[config.mk]
export PLATFORM = sky130hd
export DESIGN_NAME = mem_port_arbiter_flat
export DESIGN_NICKNAME = d
export VERILOG_FILES = /design/src/rtl/mem_port_arbiter_if.sv /design/src/rtl/mem_port_arbiter.sv /design/src/flat_wrapper.sv
export SDC_FILE = /design/constraint.sdc
export NUM_CORES = 1
export LEC_CHECK = 0
export ABC_AREA = 1
export BUFFER_PORTS_ARGS = -buffer_cell sky130_fd_sc_hd__buf_2
export CORE_UTILIZATION = 30
export DETAILED_ROUTE_END_ITERATION = 12
export PLACE_DENSITY = 0.61
export SLEW_MARGIN = 20
export SYNTH_ARGS = -nofsm -noshare
export SYNTH_HDL_FRONTEND = slang
export SYNTH_SLANG_ARGS = --single-unit
[constraint.sdc]
create_clock -name clk -period 1.29 [get_ports clk]
set_input_delay 0.0645 -clock clk [delete_from_list [all_inputs] [get_ports clk]]
set_output_delay 0.0645 -clock clk [all_outputs]
set_load 0.01 [all_outputs]
[src/rtl/mem_port_arbiter_if.sv]
// Bus bundle between mem_port_arbiter, the two core requesters and the memory.
// The arbiter attaches to the slave modport; the core/memory side uses master.
interface mem_port_arbiter_if #(
    parameter int ADDR_W = 16,
    parameter int DATA_W = 16
);
    logic              i_req;
    logic [ADDR_W-1:0] i_addr;
    logic              i_rdy;
    logic [DATA_W-1:0] i_data;

    logic              d_re;
    logic              d_we;
    logic [ADDR_W-1:0] d_addr;
    logic [DATA_W-1:0] d_wdata;
    logic              d_rdy;
    logic [DATA_W-1:0] d_rdata;

    logic              mem_en;
    logic              mem_we;
    logic [ADDR_W-1:0] mem_addr;
    logic [DATA_W-1:0] mem_wdata;
    logic [DATA_W-1:0] mem_rdata;

    logic              busy;

    modport slave (
        input  i_req, i_addr, d_re, d_we, d_addr, d_wdata, mem_rdata,
        output i_rdy, i_data, d_rdy, d_rdata, mem_en, mem_we, mem_addr, mem_wdata, busy
    );

    modport master (
        output i_req, i_addr, d_re, d_we, d_addr, d_wdata, mem_rdata,
        input  i_rdy, i_data, d_rdy, d_rdata, mem_en, mem_we, mem_addr, mem_wdata, busy
    );
endinterface

[src/rtl/mem_port_arbiter.sv]
// Shares one single-port memory between instruction fetch and data load/store.
// Build option: define ARB_RR_EN for round-robin on contention (default: data first).
//
// state  | meaning
// IDLE   | no access; arbitrate pending requests
// ACCESS | memory controls held stable for MEM_LAT cycles
// RESP   | one-cycle ready pulse to the owner
module mem_port_arbiter #(
    parameter int MEM_LAT = 2,
    parameter int ADDR_W  = 16,
    parameter int DATA_W  = 16
) (
    input  logic              clk,
    input  logic              rst,
    mem_port_arbiter_if.slave bus
);
    localparam int CNT_W = 4;

    typedef enum logic [1:0] {
        IDLE   = 2'd0,
        ACCESS = 2'd1,
        RESP   = 2'd2
    } state_t;

    state_t            state;
    logic [CNT_W-1:0]  cnt;
    logic              owner_d;
    logic              last_d;
    logic              we_q;
    logic [ADDR_W-1:0] addr_q;
    logic [DATA_W-1:0] wdata_q;
    logic [DATA_W-1:0] i_data_q;
    logic [DATA_W-1:0] d_data_q;

    logic d_req;
    logic rr_pick_d;
    logic grant_d;

    always_comb begin
        d_req = bus.d_re | bus.d_we;
`ifdef ARB_RR_EN
        rr_pick_d = ~last_d;
`else
        // last_grant is still tracked, but fixed priority always favours data
        rr_pick_d = last_d | 1'b1;
`endif
        grant_d = d_req & (~bus.i_req | rr_pick_d);
    end

    always_ff @(posedge clk) begin
        if (rst) begin
            state    <= IDLE;
            cnt      <= '0;
            owner_d  <= 1'b0;
            last_d   <= 1'b0;
            we_q     <= 1'b0;
            addr_q   <= '0;
            wdata_q  <= '0;
            i_data_q <= '0;
            d_data_q <= '0;
        end else begin
            case (state)
                IDLE: begin
                    if (d_req || bus.i_req) begin
                        owner_d <= grant_d;
                        we_q    <= grant_d & bus.d_we;
                        addr_q  <= grant_d ? bus.d_addr : bus.i_addr;
                        wdata_q <= grant_d ? bus.d_wdata : '0;
                        cnt     <= CNT_W'(MEM_LAT - 1);
                        state   <= ACCESS;
                    end
                end
                ACCESS: begin
                    if (cnt != '0) begin
                        cnt <= cnt - CNT_W'(1);
                    end else begin
                        state <= RESP;
                        if (!we_q) begin
                            if (owner_d) d_data_q <= bus.mem_rdata;
                            else         i_data_q <= bus.mem_rdata;
                        end
                    end
                end
                RESP: begin
                    last_d <= owner_d;
                    state  <= IDLE;
                end
                default: state <= IDLE;
            endcase
        end
    end

    assign bus.mem_en    = (state == ACCESS);
    assign bus.mem_we    = (state == ACCESS) & we_q;
    assign bus.mem_addr  = addr_q;
    assign bus.mem_wdata = wdata_q;
    assign bus.i_rdy     = (state == RESP) & ~owner_d;
    assign bus.d_rdy     = (state == RESP) &  owner_d;
    assign bus.i_data    = i_data_q;
    assign bus.d_rdata   = d_data_q;
    assign bus.busy      = (state != IDLE);
endmodule
[src/flat_wrapper.sv]
// flat-port wrapper written by rule: the top's interface ports become plain ports
module mem_port_arbiter_flat 
#(
    parameter int MEM_LAT = 2,
    parameter int ADDR_W  = 16,
    parameter int DATA_W  = 16
)
  (clk, rst, bus_i_req, bus_i_addr, bus_d_re, bus_d_we, bus_d_addr, bus_d_wdata, bus_mem_rdata, bus_i_rdy, bus_i_data, bus_d_rdy, bus_d_rdata, bus_mem_en, bus_mem_we, bus_mem_addr, bus_mem_wdata, bus_busy);
  mem_port_arbiter_if #(.ADDR_W(ADDR_W), .DATA_W(DATA_W)) bus_i ();
  input  logic clk;
  input  logic rst;
  input wire logic [$bits(bus_i.i_req)-1:0] bus_i_req;
  input wire logic [$bits(bus_i.i_addr)-1:0] bus_i_addr;
  input wire logic [$bits(bus_i.d_re)-1:0] bus_d_re;
  input wire logic [$bits(bus_i.d_we)-1:0] bus_d_we;
  input wire logic [$bits(bus_i.d_addr)-1:0] bus_d_addr;
  input wire logic [$bits(bus_i.d_wdata)-1:0] bus_d_wdata;
  input wire logic [$bits(bus_i.mem_rdata)-1:0] bus_mem_rdata;
  output wire logic [$bits(bus_i.i_rdy)-1:0] bus_i_rdy;
  output wire logic [$bits(bus_i.i_data)-1:0] bus_i_data;
  output wire logic [$bits(bus_i.d_rdy)-1:0] bus_d_rdy;
  output wire logic [$bits(bus_i.d_rdata)-1:0] bus_d_rdata;
  output wire logic [$bits(bus_i.mem_en)-1:0] bus_mem_en;
  output wire logic [$bits(bus_i.mem_we)-1:0] bus_mem_we;
  output wire logic [$bits(bus_i.mem_addr)-1:0] bus_mem_addr;
  output wire logic [$bits(bus_i.mem_wdata)-1:0] bus_mem_wdata;
  output wire logic [$bits(bus_i.busy)-1:0] bus_busy;
  assign bus_i.i_req = bus_i_req;
  assign bus_i.i_addr = bus_i_addr;
  assign bus_i.d_re = bus_d_re;
  assign bus_i.d_we = bus_d_we;
  assign bus_i.d_addr = bus_d_addr;
  assign bus_i.d_wdata = bus_d_wdata;
  assign bus_i.mem_rdata = bus_mem_rdata;
  assign bus_i_rdy = bus_i.i_rdy;
  assign bus_i_data = bus_i.i_data;
  assign bus_d_rdy = bus_i.d_rdy;
  assign bus_d_rdata = bus_i.d_rdata;
  assign bus_mem_en = bus_i.mem_en;
  assign bus_mem_we = bus_i.mem_we;
  assign bus_mem_addr = bus_i.mem_addr;
  assign bus_mem_wdata = bus_i.mem_wdata;
  assign bus_busy = bus_i.busy;
  mem_port_arbiter #(.MEM_LAT(MEM_LAT), .ADDR_W(ADDR_W), .DATA_W(DATA_W)) u_core (.clk(clk), .rst(rst), .bus(bus_i));
endmodule
==> key figures <==
Critical path
  • Critical Path Slowest Stage Cell: dfxtp_2
  • CP Class: reg -> reg
  • Max incr delay on CP: 0.34 ns
  • R2r setup slk: -0.10 ns
  • Worst path bufs/invs: 2
  • Type of origin of the critical path: flop
  • CP Data Required Time: 1.57 ns
  • Worst-path maximum fanout: 16
  • Worst Setup End Kind: flop
  • Worst Path Arrival: 1.68 ns
  • Crit-path leading delay family: simple AND/OR/NAND/NOR gates
  • Crit path depth: 9
  • Worst Reg-to-Reg Cells: 9
  • Crit-path cells: inv_2, ha_4, nand2_4, nor2_4, nand2_2, nor2_4, clkbuf_16, nor2_1, nor2_1

Logic synthesis
  • Synth Area in Compound Gates: 10.43%
  • Most used DFF post-synth: dfxtp_1
  • Post-synthesis cell area: 2974 sq um
  • Synthesized flop and latch total: 72
  • Synth Area per Inst: 7.149 sq um
  • Synth async-reset ratio: 0%
  • Sequential-to-total area share from yosys stat: 48.46%
  • Synth Instances: 416
  • Synthesized Nets: 486
  • Main combinational cell family by area after synthesis: simple AND/OR/NAND/NOR gates
  • Mux share of post-synthesis cell area: 0%
  • Simple-gate share of the synthesized area: 32.86%
  • EDFF count, synth: 0
  • Share of Yosys cell area claimed by the top area cell type: 48.46%
  • Synth Area in Adders: 0.4207%
  • Top cells by area, synth: dfxtp_1 (48%), nor2_1 (14%), nand2_1 (12%)
  • Post-synthesis xor/xnor area fraction: 0%
  • Post-synth cell types: 26
  • Post-synth top area cell: dfxtp_1
  • Ys Warns: 0

Clocking
  • Cts bufs inserted: 9
  • Worst-path clk slew: 0.09 ns
  • CTS tree: yes
  • CTS Root Cell: clkbuf_8
  • Clock latency on the worst-skew pair: 0.34 ns
  • H-tree level count: 3
  • Clk sinks: 72
  • Clk buf depth: 2

Global route
  • GR Util All Layers: 16.27%
  • Grt ovf: 0
  • Initial antenna violation count: 0
  • First-pass GRT wire length: 13,010 um
  • Vias in the first global route: 2,929
  • Largest net degree at the start of global routing: 35

Die
  • Die W: 101.6 um
  • Core Footprint: 9415 sq um
  • Std-Cell Rows: 35
  • DIE AREA: 10,320 sq um
  • Initial Utilization: 31.59%
  • Die height: 101.6 um
  • Io pins: 138

Power and ir drop
  • Clock network fraction of total power: 25.5%
  • Internal cell power: 4.059 mW
  • Flop pwr share: 43.7%
  • Sw Share: 33.94%
  • Leak: 2.248 nW
  • Overall power consumption: 6.145 mW
  • Comb pwr share: 30.7%
  • VDD IR-drop max: 0.5402 mV
  • Net Sw Power: 2.086 mW
  • Cell Pwr Density: 1403 nW/um^2

Flow run
  • MaxCap Viol Count: 0

Cells and area
  • Fin nets: 655
  • Synth-to-Final Area Change: 47.24%
  • Final core utilization: 46.51%
  • Layout cells sized above 1: 34.92%
  • Inserted Diodes: 0

STA
  • Setup Skew: 0.01121 ns
  • Fin crit period: 1.394 ns
  • Worst-Margin Slew: 0.3232 ns
  • Final Cycle Share: 108.1%
  • Final setup viols: 32
  • Final Max Slew Viols: 0
  • Slew headroom: 78.46%
  • Max Freq: 0.7174 GHz
  • Setup ws final: -0.1039 ns
  • RSZ-0062 raised after global routing: true
  • Hold Fails Final Rpt: 0

Route
  • TritonRoute pass-1 iters: 4
  • Final ANT Viol Nets: 0
  • WL/cell: 11.67 um
  • Routed wire length: 8388 um
  • Via count: 3,147
  • Initial drt markers: 79
  • Vias per cell: 4.377
  • Number of remaining DRC errors: 0

Place
  • Placement Setup Slack: -0.1440 ns
  • Gp weighted congestion: 0.7283
  • Detailed-placement wirelength estimate: 5874 um
  • Buffers on Ports: 137

Hold path
  • Hold path depth: 3
  • Hold crit path type: in -> reg

Status
  • Failing checks: setup timing
  • Outcome: finished, violations left
## area by class of cell
type,instances,area (sq um)
Multi-Input combinational cell,296,1380
Clock buffer,9,123.9
Tap cell,129,161.4
Clock inverter,7,48.80
Inverter,28,108.9
Timing Repair Buffer,178,1111
Fill cell,986,5036
Sequential cell,72,1445
## cells in the mapped netlist (all sizes together) (3+ instances only)
library cell / count
dfxtp: 72
buf: 12
nand2: 100
clkbuf: 9
nor3: 3
a21oi: 6
nor2: 113
o21ai: 50
nand3: 16
a22oi: 4
inv: 27
## layer usage
layer  vias up  share of wire [%]  track usage [%]
li1       1637                  -                -
met3        13                4.7            4.141
met5         -                  0                0
met2        93                 48            27.65
met4         0                1.8            8.250
met1      1404                 45            18.91
## cells by family (layout without fill, tap and decap cells)
| logic type | after synthesis | after routing |
|---|---|---|
| buffers and inverters | 49 | 222 |
| AO/OA/AOI/OAI | 60 | 60 |
| AND/OR/NAND/NOR | 234 | 235 |
| flip-flops | 72 | 72 |
| adder cells (fa/ha/maj) | 1 | 1 |
## cells in the final DEF, fill, tap and decap left out, types with 2 or more instances in the layout
master,Yosys,final
clkbuf_8,0,9
buf_4,5,16
buf_12,0,4
nor2_4,2,5
a22oi_1,4,4
buf_2,4,137
dfxtp_2,0,3
nand3_1,15,15
inv_1,22,19
nor2_1,107,107
o21ai_0,45,41
clkinv_4,0,3
a21oi_2,0,2
nand2_4,1,5
dfxtp_1,72,69
dlygate4sd3_1,0,20
nand2_1,97,92
a21oi_1,6,4
nor3_1,3,3
nor2_8,2,2
clkinv_2,0,4
o21ai_1,5,8
inv_2,4,6
nand2_2,2,3
## worst paths after layout
kind | start | endpoint
worst min register to register | u_core.bus.mem_wdata[12] | u_core.bus.mem_wdata[12]
worst max-delay path | u_core.cnt[0] | u_core.bus.d_rdata[13]
worst min-delay path | bus_mem_rdata[12] | u_core.bus.i_data[12]
worst max register to register | u_core.cnt[0] | u_core.bus.d_rdata[13]
## worst min-delay path, stage by stage
cell and delay, ns:
buf_2 0.10, o21ai_0 0.09, nor2_1 0.07
## state kept, by name, summed over array words and instances (netlist names)
register	flops
u_core.bus.i_data	16
u_core.we_q	1
u_core.bus.mem_wdata	16
u_core.bus.d_rdata	16
u_core.cnt	4
u_core.owner_d	1
u_core.bus.mem_addr	16
u_core.state	2
## stage by stage
stage          std cells  hold WS [ns]  area (sq um)  setup TNS, ns
3_3_place_gp         678        0.2859          3904        -0.5634
3_5_place_dp         678        0.2968          3904         -1.591
2_1_floorplan        416        0.2027          3013              0
5_1_grt              719       0.01793          4379         -5.117
4_1_cts              714      0.002536          4288         -2.197
6_report             719       0.01407          4379         -1.904
## repair_timing
| action | CTS | global route |
|---|---|---|
| hold buffers | 20 | 0 |
| gates cloned | 0 | 2 |
| endpoints found under the hold margin | 20 | 0 |
| pin swaps | 0 | 5 |
| endpoints found under the setup margin | 35 | 69 |
| buffers inserted | 0 | 3 |
| resized for setup | 7 | 11 |
## power groups by stage
stage                     clock [mW]  sequential (mW)  combinational (mW)
after global placement             0             2.72                1.68
final                           1.57             2.69                1.89
after detailed placement           0             2.73                1.71
after global routing            1.74             2.72                2.11
after floorplan                    0             2.85               0.897
after CTS                       1.62             2.69                1.77
No activity file was read; power rests on OpenSTA's default activity.
